$ cat src/rtl/imm_decode_buffer_if.sv
// Fetch-to-decode handshake and decoded-field bus for imm_decode_buffer.
// Handshake: a transfer happens on a rising edge where valid and ready are
// both high. Once asserted, a valid stays high and its payload stays stable
// until that transfer. A ready may change freely, but it never depends
// combinationally on the matching valid.
interface imm_decode_buffer_if;
    // Fetch side
    logic        inValid;
    logic [15:0] instr;
    logic        inReady;
    // Decode/extender side
    logic        outValid;
    logic        outReady;
    logic [3:0]  opcode;
    logic [3:0]  rdest;
    logic [3:0]  opExt;
    logic [3:0]  rsrc;
    logic [7:0]  immediate;
    logic        signExtImm;
    logic        useImm;

    // Buffer side
    modport slave (
        input  inValid, instr, outReady,
        output inReady, outValid, opcode, rdest, opExt, rsrc,
               immediate, signExtImm, useImm
    );

    // Environment side: fetch producer plus downstream consumer
    modport master (
        output inValid, instr, outReady,
        input  inReady, outValid, opcode, rdest, opExt, rsrc,
               immediate, signExtImm, useImm
    );
endinterface

$ cat src/rtl/imm_decode_buffer.sv
// Two-entry skid buffer between fetch and the immediate extender.
// The immediate controls are decoded as each instruction is accepted and
// stored with it. The outputs are therefore driven only from registered
// state, and there is no combinational path from instr to any output.
module imm_decode_buffer (
    input  logic                  clk,
    input  logic                  reset,
    input  logic                  flush,
    imm_decode_buffer_if.slave    bus
);

    logic [15:0] entry_instr [2];
    logic        entry_sext  [2];
    logic        entry_use   [2];
    logic        head;
    logic        tail;
    logic [1:0]  count;

    logic        push;
    logic        pop;
    logic        dec_use;
    logic        dec_sext;

    // Accept only when not full; ready depends on count alone.
    assign bus.inReady  = (count != 2'd2);
    assign bus.outValid = (count != 2'd0);
    assign push = bus.inValid & bus.inReady;
    assign pop  = bus.outValid & bus.outReady;

    // Immediate-usage decode of the incoming opcode.
    always_comb begin
        dec_use  = 1'b0;
        dec_sext = 1'b0;
        case (bus.instr[15:12])
            4'b0001, 4'b0010, 4'b0011, 4'b0110,
            4'b1101, 4'b1111:                    dec_use = 1'b1;
            4'b0101, 4'b0111, 4'b1001, 4'b1011: begin
                dec_use  = 1'b1;
                dec_sext = 1'b1;
            end
            default: begin
                dec_use  = 1'b0;
                dec_sext = 1'b0;
            end
        endcase
    end

    // Storage, pointers and occupancy. Reset beats flush, and flush beats
    // any push or pop in the same cycle.
    always_ff @(posedge clk) begin
        if (reset) begin
            head  <= 1'b0;
            tail  <= 1'b0;
            count <= 2'd0;
            for (int i = 0; i < 2; i++) begin
                entry_instr[i] <= 16'h0000;
                entry_sext[i]  <= 1'b0;
                entry_use[i]   <= 1'b0;
            end
        end else if (flush) begin
            head  <= 1'b0;
            tail  <= 1'b0;
            count <= 2'd0;
        end else begin
            if (push) begin
                entry_instr[tail] <= bus.instr;
                entry_sext[tail]  <= dec_sext;
                entry_use[tail]   <= dec_use;
                tail              <= ~tail;
            end
            if (pop) begin
                head <= ~head;
            end
            case ({push, pop})
                2'b10:   count <= count + 2'd1;
                2'b01:   count <= count - 2'd1;
                default: count <= count;
            endcase
        end
    end

    // Present the head entry, or all zeros when the buffer is empty.
    always_comb begin
        bus.opcode     = 4'h0;
        bus.rdest      = 4'h0;
        bus.opExt      = 4'h0;
        bus.rsrc       = 4'h0;
        bus.immediate  = 8'h00;
        bus.signExtImm = 1'b0;
        bus.useImm     = 1'b0;
        if (count != 2'd0) begin
            bus.opcode     = entry_instr[head][15:12];
            bus.rdest      = entry_instr[head][11:8];
            bus.opExt      = entry_instr[head][7:4];
            bus.rsrc       = entry_instr[head][3:0];
            bus.immediate  = entry_instr[head][7:0];
            bus.signExtImm = entry_sext[head];
            bus.useImm     = entry_use[head];
        end
    end

endmodule

$ cat src/flat_wrapper.sv
// flat-port wrapper written by rule: the top's interface ports become plain ports
module imm_decode_buffer_flat 
  (clk, reset, flush, bus_inValid, bus_instr, bus_outReady, bus_inReady, bus_outValid, bus_opcode, bus_rdest, bus_opExt, bus_rsrc, bus_immediate, bus_signExtImm, bus_useImm);
  imm_decode_buffer_if bus_i ();
  input  logic clk;
  input  logic reset;
  input  logic flush;
  input wire logic [$bits(bus_i.inValid)-1:0] bus_inValid;
  input wire logic [$bits(bus_i.instr)-1:0] bus_instr;
  input wire logic [$bits(bus_i.outReady)-1:0] bus_outReady;
  output wire logic [$bits(bus_i.inReady)-1:0] bus_inReady;
  output wire logic [$bits(bus_i.outValid)-1:0] bus_outValid;
  output wire logic [$bits(bus_i.opcode)-1:0] bus_opcode;
  output wire logic [$bits(bus_i.rdest)-1:0] bus_rdest;
  output wire logic [$bits(bus_i.opExt)-1:0] bus_opExt;
  output wire logic [$bits(bus_i.rsrc)-1:0] bus_rsrc;
  output wire logic [$bits(bus_i.immediate)-1:0] bus_immediate;
  output wire logic [$bits(bus_i.signExtImm)-1:0] bus_signExtImm;
  output wire logic [$bits(bus_i.useImm)-1:0] bus_useImm;
  assign bus_i.inValid = bus_inValid;
  assign bus_i.instr = bus_instr;
  assign bus_i.outReady = bus_outReady;
  assign bus_inReady = bus_i.inReady;
  assign bus_outValid = bus_i.outValid;
  assign bus_opcode = bus_i.opcode;
  assign bus_rdest = bus_i.rdest;
  assign bus_opExt = bus_i.opExt;
  assign bus_rsrc = bus_i.rsrc;
  assign bus_immediate = bus_i.immediate;
  assign bus_signExtImm = bus_i.signExtImm;
  assign bus_useImm = bus_i.useImm;
  imm_decode_buffer u_core (.clk(clk), .reset(reset), .flush(flush), .bus(bus_i));
endmodule
$ cat config.mk
export PLATFORM = sky130hd
export DESIGN_NAME = imm_decode_buffer_flat
export DESIGN_NICKNAME = d
export VERILOG_FILES = /design/src/rtl/imm_decode_buffer_if.sv /design/src/rtl/imm_decode_buffer.sv /design/src/flat_wrapper.sv
export SDC_FILE = /design/constraint.sdc
export NUM_CORES = 1
export LEC_CHECK = 0
export ABC_AREA = 1
export BUFFER_PORTS_ARGS = -buffer_cell sky130_fd_sc_hd__buf_2
export CAP_MARGIN = 40
export CORE_ASPECT_RATIO = 0.6
export CORE_MARGIN = 1.5
export CORE_UTILIZATION = 56
export CTS_CLUSTER_SIZE = 16
export DETAILED_ROUTE_END_ITERATION = 12
export HOLD_SLACK_MARGIN = 0.08
export PLACE_DENSITY = 0.88
export SLEW_MARGIN = 10
export SYNTH_ARGS = -nofsm -noshare
export SYNTH_HDL_FRONTEND = slang
export SYNTH_SLANG_ARGS = --single-unit
$ cat constraint.sdc
create_clock -name clk -period 4.02 [get_ports clk]
set_input_delay 0.804 -clock clk [delete_from_list [all_inputs] [get_ports clk]]
set_output_delay 0.804 -clock clk [all_outputs]
set_load 0.02 [all_outputs]
Yosys cells after proc, flatten, opt, wreduce, memory -nomap -nowiden. Memories as Yosys holds them, arrays and structs flattened. A register that Yosys moved wholly into a read port is not among the register bits. Cells that the tools add are included.

Bitwise logic cells: 4. Reduce and logical (&&, ||, !) cells: 8. Div/mod/pow operators: 0. Eq/ne operators: 13. Magnitude comparators: 0. Shifts and indexed selects: 0. $add $sub $neg: 2. Mux-type cells: 31. Multiply operators: 0.

Operators by type and width (number): 2-to-1 mux 1 bit (24); equality test 4 bit (second input constant) (4); 2-to-1 mux 16 bit (1); 2-to-1 mux 4 bit (4); OR reduction 16 bit (1); equality test 4 x 3 -> 1 bit (second input constant) (3); OR reduction 10 bit (1); equality test 4 x 2 -> 1 bit (second input constant) (2); 2-to-1 mux 8 bit (1); equality test 4 x 1 -> 1 bit (second input constant) (1); case mux 2 bit (2 select lines) (1); nonzero test 2 bit (2); OR reduction 4 bit (1); adder 2 x 1 -> 2 bit (second input constant) (1); AND 1 bit (2); equality test 2 x 1 -> 1 bit (second input constant) (1); equality test 2 bit (second input constant) (1); inequality test 2 bit (second input constant) (1); inverter 1 bit (2); OR reduction 1 bit (2); OR reduction 2 bit (1); subtractor 2 x 1 -> 2 bit (second input constant) (1).

Register bits: 4. Input bits: 21. Memory bits (writable): 36. Memory bits (read-only): 0. Output and inout port bits: 28. Bits in latches: 0. Word-level logic and storage cells: 64. Memories: 3.

Memories: u_core.entry_instr (depth 2, width 16, read ports 1, clocked after Yosys merged registers in 1, write ports 2, line imm_decode_buffer.sv:12) `logic [15:0] entry_instr [2];`; u_core.entry_sext (depth 2, width 1, read ports 1, clocked after Yosys merged registers in 1, write ports 2, line imm_decode_buffer.sv:13) `logic entry_sext [2];`; u_core.entry_use (depth 2, width 1, read ports 1, clocked after Yosys merged registers in 1, write ports 2, line imm_decode_buffer.sv:14) `logic entry_use [2];`.

Longest topological paths before layout. Gate-level depths: netlist of the first run.

Word-level depth: 8. Gate-level depth with buffers: 9. Gate-level depth less buffers: 9.

Worst setup path after synthesis of the first run. No wires, ideal clock.

Path kind: reg-to-output. Start: register with a tool-made name. End: output bus_opExt[2]. Stages on the path, launching flop included: 7. Arrival time: 1.414 ns. Data required time: 3.216 ns. Slack: 1.802 ns. Buffers on the path: 3. Path through: dfxtp_1 -> buf_2 -> clkinv_1 -> buf_2 -> nand2_1 -> a21oi_1 -> buf_4.

RTL lines: end, declared (line flat_wrapper.sv:15) `output wire logic [$bits(bus_i.opExt)-1:0] bus_opExt;`.

==> results.tsv, run 1 <==
metric	value	unit
layout_min_cycle_time	2950	ps
cts_root_buf	clkbuf_8	
setup_violations	0	
drc	0	
fmax	339	MHz
grt_pass1_vias	1204	
clockPowerShare	30.2	%
htreeDepth	2	
diodes	0	
clk_path_buf_depth	2	
cts-buffers-inserted	5	
antenna_left	0	
finalSetupTns	0	ps
crit_chain	clkinv_1 > nand2_1 > a21oi_1 > buf_2	
pwr-share-comb	10.9	%
synth_seq_cells	41	
powerDensity	372	mW/mm2
ys.flop_type	edfxtp_1	
cp_top_family	buffers and inverters	
start_util	59.4	%
fp.dieW	79.4	um
antenna_found_initial	0	
ys_types	20	
status	completed	
fin_skew	1.41	ps
worstRegToRegCells	6	
final_common_cell	nand2_1	
ctsHoldBuffers	0	
p_sw_share	24.6	%
rsz0062_at_grt	no	
clk_latency	290	ps
worstPathRequired	3220	ps
crit_slowest_cell	dfxtp_1	
vias	1414	
hpwl	2370	um
r2r-start	u_core.count[0]	
row_count	16	
viasPerCell	4.81	
wl_per_cell	11.9	um
core	0.00330	mm2
clock-sinks	41	
holdCritStartpoint	u_core.head	
io_buffers	48	
cts_tree	built	
drv_cap	0	
fp.dieH	48.9	um
synthArstFlopShare	0	%
cp.arrival	2150	ps
end_kind	output port	
hp-class	reg2reg	
crit_type	reg2out	
critPathMaxStageDelay	730	ps
vdd_drop_max	240	uV
min_delay_path_depth	2	
nets	270	
area_growth	14.1	%
critPathBufInv	2	
startpoint_type	flop	
r2r_setup_slack	1950	ps
synthCells	207	
slew_headroom	46.3	%
layout_common_cells	nand2_1, buf_2, nor2_1, edfxtp_1, inv_1	
fin_crit_sh	73.5	%
grt_max_degree	21	
p_int	0.000628	W
clk_pin_slew	70	ps
ios	49	
dieArea	0.00388	mm2
wl	3510	um
seqPwrFrac	58.9	%
p_switching	0.000205	W
p_leak	1.07	nW
drive_gt1_share	28.1	%
drt_pre_antenna_iters	4	
post_cts_resized	0	
gp_congestion	0.769	
grt.overflow.total	0	
avgSynthCellArea	9.48	um2
yosysSeqAreaShare	60.2	%
grt_pass1_wl	5550	um
slew_viol_final	0	
synth_nets	229	
cts_setup_buffers	0	
synth-edff-count	36	
crit_fanout	19	
worst_slew_pin_slew	803	ps
drt_iter0_drc	113	
yosys_warnings	0	
syn-cell-area	0.00196	mm2
fin_util	67.8	%
track_usage	19.5	%
finalHoldViolCount	0	
rr_endpoint	u_core.entry_instr[1][3]	
[layout make-up]
cell class	count	area, um2
Clock buffer	5	68.8
Fill cell	269	1060
Multi-Input combinational cell	124	571
Inverter	27	104
Sequential cell	41	1180
Clock inverter	3	12.5
Timing Repair Buffer	49	248
Tap cell	45	56.3
[worst register-to-register path, stage by stage (launching register included)]
cell     delay, ps
dfxtp_1        460
inv_2           80
nand2_4         80
nand2_4         60
inv_4           70
nand3_4        240
nand2_1        700
[how the worst max path moves through the flow]
stage | startpoint | endpoint | slack, ps | cells past startpoint
2_1_floorplan | flop | bus_opExt[2] | 1800 | 6
3_3_place_gp | flop | bus_immediate[7] | 1420 | 4
3_5_place_dp | flop | bus_immediate[6] | 1380 | 4
4_1_cts | flop | bus_immediate[6] | 1070 | 4
5_1_grt | flop | bus_immediate[7] | 890 | 4
6_report | flop | bus_immediate[0] | 1070 | 4
[Yosys cell counts, types with 2 or more instances]
library cell / number / area [um2]
buf_4: 8 / 60.1
edfxtp_1: 36 / 1080
nor2_2: 8 / 50.1
nand2_1: 49 / 184
a21oi_1: 20 / 100
nor2_1: 36 / 135
inv_1: 24 / 90.1
nand2_4: 3 / 33.8
buf_6: 2 / 22.5
dfxtp_1: 5 / 100
buf_2: 5 / 25.0
nand3_1: 3 / 15.0
[per-layer routing]
layer / vias to the layer above / routed length (um) / global-route usage (%)
li1: 728 / - / -
met1: 641 / 1720 / 27.7
met2: 40 / 1560 / 29.4
met3: 5 / 191 / 5.05
met4: 0 / 40 / 6.14
met5: - / 0 / 0
[metrics by stage]
| stage | instance area [um2] | setup slack (ps) | hold slack (ps) | power [W] | cells |
|---|---|---|---|---|---|
| final | 2240 | 1070 | 504 | 0.000834 | 294 |
| after global routing | 2240 | 890 | 547 | 0.000865 | 294 |
| after CTS | 2240 | 1070 | 510 | 0.000836 | 294 |
| after detailed placement | 2160 | 1380 | 492 | 0.000593 | 286 |
| after global placement | 2160 | 1420 | 480 | 0.000589 | 286 |
| after floorplan | 1960 | 1800 | 467 | 0.000564 | 207 |
[sequential cells by signal, indices dropped and copies added (netlist names), named ones only]
| name | flops |
|---|---|
| u_core.entry_instr | 32 |
| u_core.count | 2 |
| u_core.entry_sext | 2 |
| u_core.entry_use | 2 |
| u_core.head | 1 |
| u_core.tail | 1 |
[cells by family (layout without fill, tap and decap cells)]
group                    after synthesis  in the layout  synth area share, %
AND/OR/NAND/NOR                      102            102                 23.1
adder cells (fa/ha/maj)                1              1                0.637
flip-flops                            41             41                 60.2
buffers and inverters                 42             84                 10.8
AO/OA/AOI/OAI                         21             21                 5.35
[power groups by stage]
stage	sequential, W	combinational (W)	clock (W)
global route	0.000493	0.000102	0.000270
detailed placement	0.000501	0.0000917	0
finish	0.000491	0.0000909	0.000251
global placement	0.000500	0.0000892	0
CTS	0.000491	0.0000918	0.000253
floorplan	0.000498	0.0000663	0
(Power assumes the default switching activity.)
==> run 2: changes to the inputs <==
--- a/config.mk
+++ b/config.mk
@@ -5,16 +5,16 @@
 export SDC_FILE = /design/constraint.sdc
 export NUM_CORES = 1
 export LEC_CHECK = 0
-export ABC_AREA = 1
+export ABC_AREA = 0
 export BUFFER_PORTS_ARGS = -buffer_cell sky130_fd_sc_hd__buf_2
 export CAP_MARGIN = 40
 export CORE_ASPECT_RATIO = 0.6
 export CORE_MARGIN = 1.5
-export CORE_UTILIZATION = 56
+export CORE_UTILIZATION = 52
 export CTS_CLUSTER_SIZE = 16
 export DETAILED_ROUTE_END_ITERATION = 12
 export HOLD_SLACK_MARGIN = 0.08
-export PLACE_DENSITY = 0.88
+export PLACE_DENSITY = 0.83
 export SLEW_MARGIN = 10
 export SYNTH_ARGS = -nofsm -noshare
 export SYNTH_HDL_FRONTEND = slang
==> constraint.sdc (replaced) <==
create_clock -name clk -period 2.85 [get_ports clk]
set_input_delay 0.57 -clock clk [delete_from_list [all_inputs] [get_ports clk]]
set_output_delay 0.57 -clock clk [all_outputs]
set_load 0.02 [all_outputs]
==> run 2 against run 1 <==
  * Combinational power up 52%
  * Cell count down 14%
  * Count of clock-buffer cells in the layout up 2
  * Global-route usage down 0.51 points
  * Utilization down 4.1 points
  * Die area up 7.5%
  * Largest cell class unchanged
  * Largest power group unchanged
==> results.tsv, run 2 <==
metric	value	unit	change
dp_slack	636	ps	-742 ps
p_sw_share	21.9	%	-2.8 points
antenna_found_initial	0		unchanged
fin_crit_sh	68.4	%	
ctsHoldBuffers	0		unchanged
avgSynthCellArea	12.4	um2	+30%
powerDensity	563	mW/mm2	+51%
vdd_drop_max	335	uV	+40%
hold_ws	521	ps	+17.1 ps
grt_max_degree	20		-4.8%
synthSimpleGateAreaFrac	21.1	%	-2.0 points
wl	3450	um	-1.9%
p_switching	0.000285	W	+39%
synthArstFlopShare	0	%	unchanged
post_cts_resized	0		unchanged
grt_pass1_wl	5660	um	+2.0%
drt-met1-wl	1580	um	-8.2%
clock-sinks	41		unchanged
p_leak	0.978	nW	-8.6%
slew_viol_final	0		unchanged
ys_types	26		+30%
synth_seq_cells	41		unchanged
wl_per_cell	13.6	um	+14%
yosys_warnings	0		unchanged
htreeDepth	2		unchanged
crit_type	reg2out		
cts-buffers-inserted	5		unchanged
yosysSeqAreaShare	60.1	%	-0.11 points
wl_met3	240	um	+26%
synth_top_area_cell	edfxtp_1		
grt.overflow.total	0		unchanged
io_buffers	48		unchanged
rsz0062_at_grt	no		
crit_fanout	18		-1
antenna_left	0		unchanged
row_count	17		+1
startpoint_type	flop		
wl_met2	1620	um	+4.0%
gp_congestion	0.807		+4.9%
synth_top_family_by_area	simple AND/OR/NAND/NOR gates		
drive_gt1_share	38.3	%	+10 points
worst_slew_pin_slew	478	ps	-325 ps
synth.area.top_cells	edfxtp_1, mux2i_1, and2_1		
fp.dieW	82.4	um	+3.7%
synthAdderAreaFrac	0.636	%	-0.0012 points
fin_util	63.7	%	-4.1 points
drc	0		unchanged
fmax	513	MHz	
final_cells	253		-14%
cp.arrival	1380	ps	-770 ps
clk_latency	280	ps	about the same
diodes	0		unchanged
core	0.00364	mm2	+10%
nets	227		-16%
layout_min_cycle_time	1950	ps	
drt_iter0_drc	48		-58%
largest_reg_flops	32		unchanged
track_usage	18.9	%	-0.51 points
p_int	0.00102	W	+62%
synth_compound_area_share	1.53	%	-3.8 points
ys.flop_type	edfxtp_1		
start_util	54.1	%	-5.4 points
grt_pass1_vias	1194		-0.83%
setup_ws	901	ps	-165 ps
synth-edff-count	36		unchanged
vias	1269		-10%
fp.dieH	50.6	um	+3.6%
synth_top_area_share	55.0	%	-0.11 points
cts_setup_buffers	0		unchanged
yosysMostFrequentCell	edfxtp_1		
top_layer	met4		
clk_pin_slew	80	ps	about the same
min_delay_path_depth	2		unchanged
drv_cap	0		unchanged
worstPathRequired	2280	ps	-940 ps
status	completed		
cts_root_buf	clkbuf_8		
area_growth	17.9	%	
synth_nets	181		-21%
slew_headroom	68.1	%	+22 points
finalSetupTns	0	ps	unchanged
synth_xor_area_share	1.78	%	+1.8 points
worstRegToRegCells	4		-2
end_kind	output port		
final_common_cell	buf_2		
setup_violations	0		unchanged
synthCells	159		-23%
ios	49		unchanged
ys_top_cells_by_count	edfxtp_1, nor2_1, mux2i_1		
syn-cell-area	0.00197	mm2	+0.19%
fin_skew	6.03	ps	+4.62 ps
finalHoldViolCount	0		unchanged
viasPerCell	5.02		+4.3%
seqPwrFrac	53.0	%	-5.9 points
pwr-share-comb	10.6	%	-0.3 points
regMostFlops	u_core.entry_instr		
cts_tree	built		
clockPowerShare	36.4	%	+6.2 points
layout_common_cells	buf_2, edfxtp_1, nor2_1, mux2i_1, and2_1		
muxShareOfSynthArea	9.16	%	+9.2 points
place_inst	245		-14%
hpwl	2400	um	+0.97%
clk_path_buf_depth	2		unchanged
drt_pre_antenna_iters	4		unchanged
dieArea	0.00417	mm2	+7.5%
hp-class	reg2reg		
==> run 2: metrics by stage <==
step	total power [W]	cell area [um2]
after global routing	0.00136	2320
after detailed placement	0.000845	2200
after global placement	0.000841	2200
after CTS	0.00132	2320
after floorplan	0.000797	1970
final	0.00130	2320
==> run 2: kinds of logic after synthesis <==
| group | after synthesis |
|---|---|
| buffers and inverters | 18 |
| AO/OA/AOI/OAI | 6 |
| multiplexers | 18 |
| AND/OR/NAND/NOR | 71 |
| flip-flops | 41 |
| XOR/XNOR | 4 |
| adder cells (fa/ha/maj) | 1 |
==> run 2: power groups by stage <==
| stage | Combinational (W) | Sequential, W | Clock, W |
|---|---|---|---|
| finish | 0.000138 | 0.000692 | 0.000475 |
| detailed placement | 0.000139 | 0.000706 | 0 |
| floorplan | 0.0000946 | 0.000703 | 0 |
| global placement | 0.000136 | 0.000705 | 0 |
| global route | 0.000153 | 0.000696 | 0.000510 |
| CTS | 0.000140 | 0.000692 | 0.000485 |
==> run 2: worst paths after layout <==
check / startpoint / to / slack [ps]
setup / recovery: flop / bus_opcode[0] / 900
hold / removal: u_core.head / u_core.head / 520
setup reg to reg: u_core.tail / u_core.entry_instr[0][5] / 960
hold reg to reg: u_core.head / u_core.head / 520
==> run 2: layer usage <==
layer  vias to the layer above  GRT usage [%]
li1                        628              -
met1                       591           24.4
met2                        48           31.2
met3                         2           6.00
met4                         0           4.24
met5                         -              0
==> run 2: cell type report <==
class	instances	area (um2)
Clock buffer	7	86.3
Clock inverter	1	30.0
Fill cell	293	1320
Inverter	5	18.8
Multi-Input combinational cell	100	673
Sequential cell	41	1180
Tap cell	47	58.8
Timing Repair Buffer	52	270
==> run 2: critical path: stages, from the launching register on <==
cell     delay, ps
dfxtp_1        310
buf_4          310
mux2i_1        260
nor2_1          60
buf_2          160
==> run 3: changes to the inputs <==
--- a/config.mk
+++ b/config.mk
@@ -5,7 +5,7 @@
 export SDC_FILE = /design/constraint.sdc
 export NUM_CORES = 1
 export LEC_CHECK = 0
-export ABC_AREA = 0
+export ABC_AREA = 1
 export BUFFER_PORTS_ARGS = -buffer_cell sky130_fd_sc_hd__buf_2
 export CAP_MARGIN = 40
 export CORE_ASPECT_RATIO = 0.6
==> constraint.sdc (replaced) <==
create_clock -name clk -period 2 [get_ports clk]
set_input_delay 0.4 -clock clk [delete_from_list [all_inputs] [get_ports clk]]
set_output_delay 0.4 -clock clk [all_outputs]
set_load 0.02 [all_outputs]
==> run 3 against run 2 <==
  * Sequential cell count is the same
  * Count of clock-buffer cells in the layout down 2
  * Critical path depth stayed put
  * Routed wire length grew 8.9%
  * Non-clock buffer count increased by 1
  * Sequential share of layout area is 0.98 points higher
  * Clock power is 8.0% higher
  * First-iteration DRC count up 63%
  * Clock skew decreased by 3.1 ps
  * Die area decreased by 0.19%
  * Highest routed layer unchanged
==> results.tsv, run 3 (synthesized netlist as in run 1, its figures left out) <==
metric	value	unit	change
diodes	0		unchanged
htreeDepth	2		unchanged
fin_skew	2.94	ps	-3.09 ps
drv_cap	0		unchanged
worstPathRequired	1600	ps	-680 ps
antenna_left	0		unchanged
p_int	0.00127	W	+24%
wl	3750	um	+8.9%
antenna_found_initial	0		unchanged
grt_max_degree	21		+5.0%
holdCritStartpoint	bus_instr[6]		
vias	1439		+13%
cp.arrival	1490	ps	+110 ps
fin_crit_sh	94.6	%	
clockPowerShare	30.4	%	-6.0 points
grt.overflow.total	0		unchanged
layout_min_cycle_time	1890	ps	
row_count	17		unchanged
fp.dieH	50.6	um	about the same
finalHoldViolCount	0		unchanged
hold_ws	413	ps	-107 ps
cts-buffers-inserted	5		unchanged
pwr-share-comb	11.3	%	+0.7 points
fp.dieW	82.3	um	about the same
gp_congestion	0.784		-2.9%
regMostFlops	u_core.entry_instr		
fmax	529	MHz	
setup_violations	0		unchanged
clk_path_buf_depth	2		unchanged
cts_root_buf	clkbuf_8		
hp-class	in2reg		
track_usage	20.5	%	+1.6 points
grt_pass1_wl	5970	um	+5.5%
crit_type	reg2out		
drt_pre_antenna_iters	4		unchanged
finalSetupTns	0	ps	unchanged
drc	0		unchanged
end_kind	output port		
io_buffers	48		unchanged
layout_common_cells	nand2_1, buf_2, nor2_1, edfxtp_1, inv_1		
fillers	314		+7.2%
core	0.00364	mm2	unchanged
slew_headroom	80.8	%	+13 points
area_growth	15.9	%	
drt_iter0_drc	78		+63%
powerDensity	743	mW/mm2	+32%
post_cts_resized	1		+1
hpwl	2530	um	+5.4%
p_sw_share	25.1	%	+3.2 points
crit_fanout	12		-6
status	completed		
p_switching	0.000424	W	+48%
cts_tree	built		
setup_ws	108	ps	-793 ps
clk_pin_slew	80	ps	about the same
drive_gt1_share	29.6	%	-8.7 points
clk_latency	290	ps	about the same
clock-sinks	41		unchanged
final_common_cell	nand2_1		
ios	49		unchanged
dieArea	0.00416	mm2	-0.19%
startpoint_type	flop		
p_leak	1.09	nW	+11%
r2r-start	u_core.count[0]		
slew_viol_final	0		unchanged
dp_slack	242	ps	-394 ps
vdd_drop_max	418	uV	+25%
rsz0062_at_grt	no		
largest_reg_flops	32		unchanged
viasPerCell	4.80		-4.4%
start_util	54.0	%	-0.10 points
worst_slew_pin_slew	288	ps	-190 ps
wl_per_cell	12.5	um	-8.2%
cts_setup_buffers	0		unchanged
nets	274		+21%
grt_pass1_vias	1309		+9.6%
seqPwrFrac	58.3	%	+5.3 points
ctsHoldBuffers	0		unchanged
==> run 3: cell types whose count changed in the layout (fill, tap and decap cells not counted), moves of 8 or more <==
cell / previous run / this run
and2_1: 17 / 0
nand2_1: 2 / 49
inv_1: 5 / 24
mux2i_1: 18 / 0
and2_2: 13 / 0
nor2_1: 26 / 36
a21oi_1: 3 / 20
nor2_2: 0 / 8
==> run 3: stage by stage <==
| step | instances | area (um2) | total power, W | utilization, % |
|---|---|---|---|---|
| finish | 300 | 2270 | 0.00169 | 62.5 |
| global route | 300 | 2270 | 0.00176 | 62.5 |
| CTS | 300 | 2270 | 0.00170 | 62.5 |
| detailed placement | 292 | 2190 | 0.00120 | 60.3 |
| global placement | 292 | 2190 | 0.00119 | 60.3 |
| floorplan | 207 | 1960 | 0.00113 | - |
==> run 3: final timing paths <==
| path | endpoint | slack (ps) | cells past startpoint |
|---|---|---|---|
| setup / recovery | bus_opExt[3] | 110 | 4 |
| setup reg to reg | u_core.count[1] | 360 | 9 |
| hold reg to reg | u_core.head | 500 | 2 |
| hold / removal | u_core.entry_instr[0][6] | 410 | 3 |
==> run 3: layer usage <==
layer / GRT usage (%) / part of all wire (%)
met3: 8.18 / 7.9
met1: 27.0 / 49
met4: 9.04 / 1.3
met5: 0 / 0
met2: 29.8 / 42
==> run 3: power groups by stage <==
stage / Combinational, W / Sequential [W] / Clock, W
detailed placement: 0.000191 / 0.00100 / 0
global route: 0.000213 / 0.000990 / 0.000552
global placement: 0.000187 / 0.00100 / 0
finish: 0.000191 / 0.000986 / 0.000513
CTS: 0.000192 / 0.000986 / 0.000519
floorplan: 0.000133 / 0.00100 / 0
==> run 3: worst max-delay path, cell delays in order, from the launching register on <==
cell	delay, ps
dfxtp_1	480
buf_4	250
nand2_1	70
a21oi_1	200
buf_2	200
==> run 3: area by class of cell <==
| type | count | area (um2) | share of cell area, % |
|---|---|---|---|
| inverter | 27 | 105 | 4.62 |
| tap | 47 | 58.8 | 2.59 |
| clock inverter | 3 | 12.5 | 0.550 |
| sequential | 41 | 1180 | 51.9 |
| multi-input combinational | 124 | 571 | 25.1 |
| timing repair buffer | 53 | 278 | 12.2 |
| clock buffer | 5 | 68.8 | 3.03 |
